$ cat src/rtl/dither_quant_packer_pkg.sv
// Shared constants and helpers for the dithered-pixel quantizer/packer.
// Input words carry four 4-bit pixels with px0 in the MSB nibble.
package dither_quant_packer_pkg;

  localparam int NIBBLE_W    = 4;
  localparam int WORD_W      = 16;
  localparam int PX_PER_WORD = WORD_W / NIBBLE_W;

  function automatic bit bpp_legal(input int bpp);
    return (bpp == 1) || (bpp == 2);
  endfunction

  // Input words per packed output word; an illegal depth falls back to 2 bpp packing.
  function automatic int words_per_out(input int bpp);
    return bpp_legal(bpp) ? (PX_PER_WORD / bpp) : 2;
  endfunction

  function automatic int words_per_line(input int h_active);
    return h_active / PX_PER_WORD;
  endfunction

  function automatic int cnt_w(input int n);
    return (n > 1) ? $clog2(n) : 1;
  endfunction

  // Keep the top bpp bits of each nibble, packed MSB-first and left-aligned in the word.
  function automatic logic [WORD_W-1:0] quantize(input logic [WORD_W-1:0] w, input int bpp);
    logic [WORD_W-1:0]   r;
    logic [NIBBLE_W-1:0] nib;
    r = '0;
    for (int i = 0; i < PX_PER_WORD; i++) begin
      nib = NIBBLE_W'(w >> (WORD_W - NIBBLE_W * (i + 1)));
      r   = (r << bpp) | WORD_W'(nib >> (NIBBLE_W - bpp));
    end
    return r << (WORD_W - PX_PER_WORD * bpp);
  endfunction

endpackage

$ cat src/rtl/dither_quant_packer_frame_pos_counter.sv
// Frame position tracker: word index within a line and line index within a frame.
// A sof on the advancing word counts that word as position (0,0).
module frame_pos_counter
  import dither_quant_packer_pkg::*;
#(
  parameter int WPL   = 400,
  parameter int LINES = 1200
) (
  input  logic       clk,
  input  logic       rst_n,
  input  logic       adv_i,
  input  logic       sof_i,
  output logic [2:0] x_pos_o,
  output logic [2:0] y_pos_o,
  output logic       at_origin_o,
  output logic       eol_o,
  output logic       eof_o
);

  localparam int XW = cnt_w(WPL);
  localparam int YW = cnt_w(LINES);

  logic [XW-1:0] x_q, x_d, x_eff_s;
  logic [YW-1:0] y_q, y_d, y_eff_s;

  // eol/eof describe the word being accepted now, after any sof reload
  always_comb begin
    x_eff_s = sof_i ? '0 : x_q;
    y_eff_s = sof_i ? '0 : y_q;
    eol_o   = (x_eff_s == XW'(WPL - 1));
    eof_o   = eol_o && (y_eff_s == YW'(LINES - 1));
    x_d     = x_q;
    y_d     = y_q;
    if (adv_i) begin
      if (eol_o) begin
        x_d = '0;
        y_d = eof_o ? '0 : (y_eff_s + YW'(1));
      end else begin
        x_d = x_eff_s + XW'(1);
        y_d = y_eff_s;
      end
    end else begin
      x_d = x_q;
      y_d = y_q;
    end
  end

  always_ff @(posedge clk or negedge rst_n) begin
    if (!rst_n) begin
      x_q <= '0;
      y_q <= '0;
    end else begin
      x_q <= x_d;
      y_q <= y_d;
    end
  end

  assign at_origin_o = (x_q == '0) && (y_q == '0);
  assign x_pos_o     = 3'(x_q);
  assign y_pos_o     = 3'(y_q);

endmodule

$ cat src/rtl/dither_quant_packer.sv
// Truncates dithered nibbles to BPP bits, packs them into 16-bit words and hands them
// to the panel stage over a one-entry valid/ready output register.
module dither_quant_packer
  import dither_quant_packer_pkg::*;
#(
  parameter int BPP      = 2,
  parameter int H_ACTIVE = 1600,
  parameter int V_ACTIVE = 1200
) (
  input  logic              clk,
  input  logic              rst,
  input  logic              sof,
  input  logic [WORD_W-1:0] vin,
  input  logic              vin_valid,
  output logic              vin_ready,
  output logic [2:0]        x_pos,
  output logic [2:0]        y_pos,
  output logic [WORD_W-1:0] pout,
  output logic              pout_valid,
  input  logic              pout_ready,
  output logic              pout_eol,
  output logic              pout_eof,
  output logic              sync_err
);

  localparam int K   = words_per_out(BPP);
  localparam int PW  = cnt_w(K);
  localparam int QW  = PX_PER_WORD * BPP;
  localparam int WPL = words_per_line(H_ACTIVE);

  logic [PW-1:0]     phase_q, phase_d, phase_eff_s;
  logic [WORD_W-1:0] acc_q, acc_d, acc_base_s, q_s;
  logic [WORD_W-1:0] pout_q, pout_d;
  logic              pout_valid_q, pout_valid_d;
  logic              eol_q, eol_d, eof_q, eof_d;
  logic              sync_err_q, sync_err_d;
  logic              accept_s, complete_s, at_origin_s, eol_s, eof_s;

  assign vin_ready = !pout_valid_q || pout_ready;
  assign accept_s  = vin_valid && vin_ready;

  frame_pos_counter #(
    .WPL  (WPL),
    .LINES(V_ACTIVE)
  ) u_pos (
    .clk        (clk),
    .rst_n      (rst),
    .adv_i      (accept_s),
    .sof_i      (sof),
    .x_pos_o    (x_pos),
    .y_pos_o    (y_pos),
    .at_origin_o(at_origin_s),
    .eol_o      (eol_s),
    .eof_o      (eof_s)
  );

  // sof discards any partial word so the sof word always starts a fresh output word
  always_comb begin
    q_s          = quantize(vin, BPP);
    phase_eff_s  = sof ? '0 : phase_q;
    acc_base_s   = sof ? '0 : acc_q;
    complete_s   = accept_s && (phase_eff_s == PW'(K - 1));
    phase_d      = phase_q;
    acc_d        = acc_q;
    sync_err_d   = sync_err_q;
    pout_d       = pout_q;
    pout_valid_d = pout_valid_q;
    eol_d        = eol_q;
    eof_d        = eof_q;
    if (accept_s) begin
      phase_d = complete_s ? '0 : (phase_eff_s + PW'(1));
      acc_d   = (acc_base_s << QW) | (q_s >> (WORD_W - QW));
      if (sof && ((phase_q != '0) || !at_origin_s)) begin
        sync_err_d = 1'b1;
      end else begin
        sync_err_d = sync_err_q;
      end
    end else begin
      phase_d = phase_q;
      acc_d   = acc_q;
    end
    if (complete_s) begin
      pout_d       = acc_d;
      pout_valid_d = 1'b1;
      eol_d        = eol_s;
      eof_d        = eof_s;
    end else if (pout_ready) begin
      pout_valid_d = 1'b0;
    end else begin
      pout_valid_d = pout_valid_q;
    end
  end

  always_ff @(posedge clk or negedge rst) begin
    if (!rst) begin
      phase_q      <= '0;
      acc_q        <= '0;
      pout_q       <= '0;
      pout_valid_q <= 1'b0;
      eol_q        <= 1'b0;
      eof_q        <= 1'b0;
      sync_err_q   <= 1'b0;
    end else begin
      phase_q      <= phase_d;
      acc_q        <= acc_d;
      pout_q       <= pout_d;
      pout_valid_q <= pout_valid_d;
      eol_q        <= eol_d;
      eof_q        <= eof_d;
      sync_err_q   <= sync_err_d;
    end
  end

  assign pout       = pout_q;
  assign pout_valid = pout_valid_q;
  assign pout_eol   = eol_q;
  assign pout_eof   = eof_q;
  assign sync_err   = sync_err_q;

endmodule

$ cat config.mk
export PLATFORM = sky130hd
export DESIGN_NAME = dither_quant_packer
export DESIGN_NICKNAME = d
export VERILOG_FILES = /design/src/rtl/dither_quant_packer_pkg.sv /design/src/rtl/dither_quant_packer_frame_pos_counter.sv /design/src/rtl/dither_quant_packer.sv
export SDC_FILE = /design/constraint.sdc
export NUM_CORES = 1
export LEC_CHECK = 0
export ABC_AREA = 0
export BUFFER_PORTS_ARGS = -buffer_cell sky130_fd_sc_hd__clkbuf_2
export CAP_MARGIN = 10
export CORE_AREA = 2 2 83 85
export CTS_BUF_LIST = sky130_fd_sc_hd__clkbuf_4 sky130_fd_sc_hd__clkbuf_8
export DETAILED_ROUTE_END_ITERATION = 8
export DIE_AREA = 0 0 85 87
export GPL_ROUTABILITY_DRIVEN = 0
export PLACE_DENSITY = 0.58
export SYNTH_ARGS = -nofsm -noshare
export SYNTH_HDL_FRONTEND = slang
export SYNTH_SLANG_ARGS = --single-unit
$ cat constraint.sdc
create_clock -name clk -period 6.44 [get_ports clk]
set_input_delay 0.644 -clock clk [delete_from_list [all_inputs] [get_ports clk]]
set_output_delay 0.644 -clock clk [all_outputs]
set_load 0.005 [all_outputs]
==> results.json, run 1 <==
{
  "min_period_ns": 2.78,
  "floorplan.initialDensity_pct": 37.3,
  "design.core.area_mm2": 0.00657,
  "power.share.clock_pct": 30.6,
  "crit_required_ns": 6.66,
  "cts.root.buffer_cell": "sky130_fd_sc_hd__clkbuf_8",
  "synth_async_reset_ratio_pct": 100,
  "syn-num-nets": 269,
  "fin_cells": 355,
  "p_leak_nw": 1.26,
  "yosys_register_bits": 49,
  "setup-violations-final": 0,
  "drive_gt1_share_pct": 25.8,
  "synthDominantAreaCellType": "sky130_fd_sc_hd__dfrtp_1",
  "intPower_uw": 540,
  "die_height_um": 87,
  "vias": 1949,
  "cts_post_setup_buffers_inserted": 0,
  "placedCellCount": 347,
  "endpoint_kind": "flop",
  "worst_hold_path_type": "in2async",
  "setup_repair_after_global_routing_missed_its_margin": "false",
  "wire_length_of_the_first_global_routing_pass_mm": 9.58,
  "clk-insertion-delay-late_ns": 0.31,
  "drc": 0,
  "drv_cap": 0,
  "p_sw_share_pct": 27.8,
  "timing.fmax_ghz": 0.360,
  "multi_input_area_mm2": 0.00111,
  "antenna_violating_nets_post_route": 0,
  "cts_tree": "yes",
  "worst_ep_arrival_time_ns": 3.00,
  "netlist_area_mm2": 0.00245,
  "dp_hpwl_mm": 3.78,
  "clockBufferDepth": 2,
  "ff_latch_area_mm2": 0.00123,
  "cp-start-kind": "input pin",
  "std_cell_rows": 30,
  "outcome": "finished, final reports clean",
  "place_area_mm2": 0.00265,
  "die_width_um": 85,
  "cts.repair.resized": 0,
  "area_growth_pct": 13.0,
  "pwr-share-seq_pct": 51.7,
  "holdBufCountCts": 0,
  "finish.net_count": 297,
  "synth-warning-count": 0,
  "post_route_fraction_of_the_period_consumed_by_the_critical_path_pct": 43.1,
  "die_area_mm2": 0.00740,
  "grt_max_degree": 50,
  "power_switching_uw": 208,
  "p_total_uw": 747,
  "critical_path_peak_fanout": 32,
  "setup-tns-final_ns": 0,
  "syn-instance-count": 246,
  "antenna_cells_inserted": 0,
  "worstSetupPathType": "in2reg",
  "clkSinkCount": 49,
  "finalInstanceArea_mm2": 0.00277,
  "synth_seq_area_share_pct": 50.1,
  "final.setup_skew_ns": 0.0112,
  "ys_top_cells_by_count": "sky130_fd_sc_hd__dfrtp_1, sky130_fd_sc_hd__nand2_1, sky130_fd_sc_hd__o21ai_0",
  "io-pin-count": 48,
  "routed_wirelength_mm": 5.60,
  "drt_first_pass_iters": 6,
  "fillers": 636,
  "detail_route.vias_per_cell": 5.49,
  "port_buffers": 39,
  "numCtsBuffers": 5,
  "route.detailed.wl_per_inst_um": 15.8,
  "grt_antenna_before_repair": 0,
  "synthesis.area_per_instance_um2": 9.95,
  "synth_enable_flop_cells": 0,
  "global_route.overflow_total": 0,
  "synth_flop_cell": "sky130_fd_sc_hd__dfrtp_1",
  "power.share.combinational_pct": 17.7,
  "yosysUniqueCellTypes": 48,
  "vdd.ir_drop.worst_mv": 0.204,
  "synth_top_cells_by_area": "sky130_fd_sc_hd__dfrtp_1, sky130_fd_sc_hd__mux2_2, sky130_fd_sc_hd__nand2_1",
  "yosysMostFrequentCell": "sky130_fd_sc_hd__dfrtp_1",
  "netlist.area_leader.share_pct": 50.1,
  "finalHoldViolCount": 0,
  "track_usage_pct": 16.1,
  "report.final.slew_viol_count": 0,
  "number_of_global_route_vias_before_repair": 1824,
  "htreeDepth": 2,
  "max-slew-margin-rel_pct": 26.0,
  "powerDensity_mw_per_mm2": 270,
  "drt_iter0_drc": 152,
  "timing_worst_slew_pin_value_ns": 1.11,
  "clk_pin_slew_ns": 0.10
}
==> sequential cells by signal, indices dropped and copies added, names as in the netlist <==
signal	cells
u_pos.y_q	11
pout_eof	1
pout_eol	1
phase_q	1
pout	16
acc_q	8
pout_valid	1
sync_err	1
u_pos.x_q	9
==> logic make-up after synthesis <==
| logic type | after synthesis | synth area share, % |
|---|---|---|
| and+or+nand+nor | 103 | 22.4 |
| AOI/OAI and AO/OA | 50 | 13.2 |
| DFF | 49 | 50.1 |
| buffers and inverters | 23 | 4.55 |
| muxes | 19 | 8.69 |
| adders and majority gates | 2 | 1.02 |
==> critical path, stage by stage <==
cell                       delay (ns)
sky130_fd_sc_hd__clkbuf_2        0.35
sky130_fd_sc_hd__nor2b_1         0.36
sky130_fd_sc_hd__ha_1            0.29
sky130_fd_sc_hd__and4b_1         0.38
sky130_fd_sc_hd__nand4_1         0.30
sky130_fd_sc_hd__or4_1           0.56
sky130_fd_sc_hd__o211ai_1        0.09
==> through the flow <==
step                setup WS (ns)  hold WS [ns]  util, %
floorplan                    3.66         0.348        -
global placement             3.43         0.454     40.4
detailed placement           3.38         0.465     40.4
CTS                          3.69         0.465     42.1
global route                 3.47         0.489     42.1
finish                       3.66         0.421     42.1
==> final cells by class <==
type                       instances  share of cell area, %
tap                               80                   3.62
timing repair buffer              40                   7.33
multi-input combinational        174                   40.1
clock inverter                     3                   1.58
sequential                        49                   44.3
clock buffer                       5                   2.49
inverter                           4                  0.543
==> layer usage <==
layer | wire, um | track usage (%)
met2 | 2560 | 24.6
met1 | 2710 | 23.1
met4 | 52 | 4.18
met5 | 0 | 0
met3 | 276 | 3.89
==> cells in the final DEF, fill, tap and decap left out, types with 2 or more instances in the layout <==
master,netlist,layout
sky130_fd_sc_hd__o41ai_1,2,2
sky130_fd_sc_hd__o211ai_1,3,3
sky130_fd_sc_hd__a21oi_1,5,5
sky130_fd_sc_hd__clkbuf_2,0,39
sky130_fd_sc_hd__clkbuf_8,0,5
sky130_fd_sc_hd__ha_1,2,2
sky130_fd_sc_hd__and4b_1,2,2
sky130_fd_sc_hd__nor4_1,5,5
sky130_fd_sc_hd__nand2_1,44,44
sky130_fd_sc_hd__nor3_1,4,4
sky130_fd_sc_hd__or3_1,3,3
sky130_fd_sc_hd__a31oi_1,5,5
sky130_fd_sc_hd__nor2b_1,9,9
sky130_fd_sc_hd__mux2_2,18,18
sky130_fd_sc_hd__or4_1,5,5
sky130_fd_sc_hd__nor2_1,3,3
sky130_fd_sc_hd__dfrtp_1,49,49
sky130_fd_sc_hd__o311ai_0,2,2
sky130_fd_sc_hd__nand3_1,9,9
sky130_fd_sc_hd__o21ai_0,20,20
sky130_fd_sc_hd__a41oi_1,2,2
sky130_fd_sc_hd__nand2b_1,3,3
sky130_fd_sc_hd__and3_1,2,2
sky130_fd_sc_hd__nand4b_1,3,3
sky130_fd_sc_hd__nand4_1,3,3
sky130_fd_sc_hd__inv_1,4,4
==> path summary, 6_finish.rpt <==
kind,from,endpoint,slack (ns),cells after the start
max,sof,u_pos.y_q[10],3.66,7
min,rst,u_pos.y_q[3],0.42,2
max reg2reg,pout_valid,pout[1],3.84,4
min reg2reg,sync_err,sync_err,0.48,1
max in group asynchronous,rst,u_pos.x_q[1],5.58,2
min in group clk,sync_err,sync_err,0.48,1
==> power by group through the flow <==
stage,Combinational [mW],Clock [mW],Sequential (mW)
floorplan,0.0796,0,0.386
global placement,0.132,0,0.390
detailed placement,0.135,0,0.392
CTS,0.135,0.233,0.387
global route,0.148,0.245,0.394
finish,0.133,0.228,0.386
Note: power is estimated with default switching activity, not from simulation.
==> run 2: changes to the inputs <==
PLACE_DENSITY = 0.6   (was 0.58)
clock period = 2.35 ns   (was 6.44 ns; I/O delays follow)
==> results.json, run 2 (synthesis gave the netlist of run 1 again) <==
{
  "die_width_um": 85,
  "critical_path_buf_inv_count": 0,
  "cpLargestDelayFamily": "simple AND/OR/NAND/NOR gates",
  "setup-violations-final": 0,
  "layout.cells.most_common": "sky130_fd_sc_hd__dfrtp_1",
  "min_period_ns": 2.15,
  "setup_repair_after_global_routing_missed_its_margin": "false",
  "timing.hold.worst.start": "vin[11]",
  "largest_register_ff_count": 16,
  "clk-insertion-delay-late_ns": 0.30,
  "antenna_cells_inserted": 0,
  "wire_length_of_the_first_global_routing_pass_mm": 9.45,
  "clockBufferDepth": 2,
  "holdBufCountCts": 1,
  "track_usage_pct": 15.9,
  "global_route.overflow_total": 0,
  "finish.net_count": 309,
  "setup-tns-final_ns": 0,
  "drv_cap": 0,
  "drt_first_pass_iters": 4,
  "floorplan.initialDensity_pct": 37.3,
  "number_of_global_route_vias_before_repair": 1922,
  "vias": 2005,
  "cts_post_setup_buffers_inserted": 0,
  "io-pin-count": 48,
  "worst_hold_path.num_cells": 3,
  "reg2regPathDepth": 6,
  "power_switching_uw": 566,
  "port_buffers": 39,
  "die_area_mm2": 0.00740,
  "p_leak_nw": 1.32,
  "timing.fmax_ghz": 0.465,
  "critical_path_peak_fanout": 6,
  "final_core_util_pct": 43.7,
  "end_of_the_worst_hold_path": "acc_q[5]",
  "worst_hold_path_type": "in2reg",
  "antenna_violating_nets_post_route": 0,
  "die_height_um": 87,
  "drt_iter0_drc": 200,
  "worst_ep_arrival_time_ns": 2.38,
  "crit_path_setup_slack_layout_ns": 0.198,
  "worstReg2RegEnd": "u_pos.y_q[9]",
  "drc": 0,
  "grt_antenna_before_repair": 0,
  "post-place-ws_ns": 0.228,
  "report.final.slew_viol_count": 0,
  "endpoint_kind": "flop",
  "powerDensity_mw_per_mm2": 694,
  "intPower_mw": 1.43,
  "crit_path_cell_trace": "nor2b_1, ha_1, nand4b_1, or4_4, or3_1, o211ai_2",
  "dp_hpwl_mm": 3.90,
  "p_sw_share_pct": 28.4,
  "cts.root.buffer_cell": "sky130_fd_sc_hd__clkbuf_8",
  "timing.hold.ws_ns": 0.132,
  "power.share.clock_pct": 27.4,
  "drive_gt1_share_pct": 28.6,
  "regToRegSetupSlack_ns": 0.20,
  "route.detailed.wl_per_inst_um": 15.2,
  "finalHoldViolCount": 0,
  "final.setup_skew_ns": 0.00625,
  "final_cell_mix": "sky130_fd_sc_hd__dfrtp_1, sky130_fd_sc_hd__nand2_1, sky130_fd_sc_hd__clkbuf_2",
  "std_cell_rows": 30,
  "cts.repair.resized": 0,
  "clk_pin_slew_ns": 0.09,
  "clkSinkCount": 49,
  "pwr-share-seq_pct": 52.9,
  "max-slew-margin-rel_pct": 59.7,
  "p_total_mw": 1.99,
  "timing_worst_slew_pin_value_ns": 0.599,
  "finalInstanceArea_mm2": 0.00287,
  "post_route_fraction_of_the_period_consumed_by_the_critical_path_pct": 91.6,
  "fillers": 637,
  "design.core.area_mm2": 0.00657,
  "worstSetupPathType": "reg2reg",
  "routed_wirelength_mm": 5.60,
  "cp_slowest_stage_delay_ns": 0.62,
  "outcome": "finished, final reports clean",
  "cpMaxStageDelayCell": "sky130_fd_sc_hd__or4_4",
  "area_growth_pct": 17.3,
  "grt_max_degree": 34,
  "fin_cells": 367,
  "crit_required_ns": 2.58,
  "detail_route.vias_per_cell": 5.46,
  "numCtsBuffers": 5,
  "placedCellCount": 358,
  "power.share.combinational_pct": 19.7,
  "cp-start-kind": "flop",
  "vdd.ir_drop.worst_mv": 0.510,
  "htreeDepth": 2,
  "worst_r2r_startpoint": "u_pos.x_q[0]",
  "cts_tree": "yes",
  "place_area_mm2": 0.00276
}
-- run 2: changes by cell type in the layout (fill, tap and decap cells not counted) --
| cell | delta |
|---|---|
| sky130_fd_sc_hd__dlygate4sd3_1 | +1 |
| sky130_fd_sc_hd__clkbuf_8 | +1 |
| sky130_fd_sc_hd__clkinv_4 | +1 |
| sky130_fd_sc_hd__buf_12 | +2 |
| sky130_fd_sc_hd__buf_4 | +9 |
| sky130_fd_sc_hd__bufinv_16 | -1 |
| sky130_fd_sc_hd__clkinv_2 | -1 |
-- run 2: worst max path at each step --
stage	startpoint	end	slack [ns]	cells after the start
finish	u_pos.x_q[0]	u_pos.y_q[9]	0.20	6
detailed placement	u_pos.x_q[0]	u_pos.y_q[9]	0.23	6
floorplan	sof	u_pos.y_q[9]	0.02	9
CTS	u_pos.x_q[0]	u_pos.y_q[9]	0.20	6
global placement	sof	u_pos.y_q[9]	0.26	7
global route	u_pos.x_q[0]	u_pos.y_q[5]	0.03	7
-- run 2: layer usage --
layer | global-route usage [%] | vias to the layer above | share of wire, %
met1 | 22.7 | 979 | 47
met2 | 25.2 | 56 | 46
met4 | 3.32 | 0 | 0.41
met5 | 0 | - | 0
li1 | - | 968 | -
met3 | 3.32 | 2 | 5.8
-- run 2: cell type report --
class	instances	area [um^2]	area share [%]
well taps	80	100	3.49
inverters	4	15.0	0.523
flip-flops and latches	49	1230	42.7
clock inverters	2	17.5	0.610
multi-input cells	174	1110	38.6
clock buffers	6	82.6	2.88
repair buffers	52	320	11.2
-- run 2: tightest hold or removal path, stage by stage --
cell,delay [ns]
sky130_fd_sc_hd__clkbuf_2,0.08
sky130_fd_sc_hd__nand2_1,0.04
sky130_fd_sc_hd__nand2_1,0.04
-- run 2: power by group through the flow --
stage               sequential (mW)  clock (mW)  combinational [mW]
finish                         1.05       0.546               0.392
global route                   1.07       0.600               0.436
CTS                            1.05       0.562               0.401
detailed placement             1.07           0               0.398
global placement               1.07           0               0.392
floorplan                      1.06           0               0.218
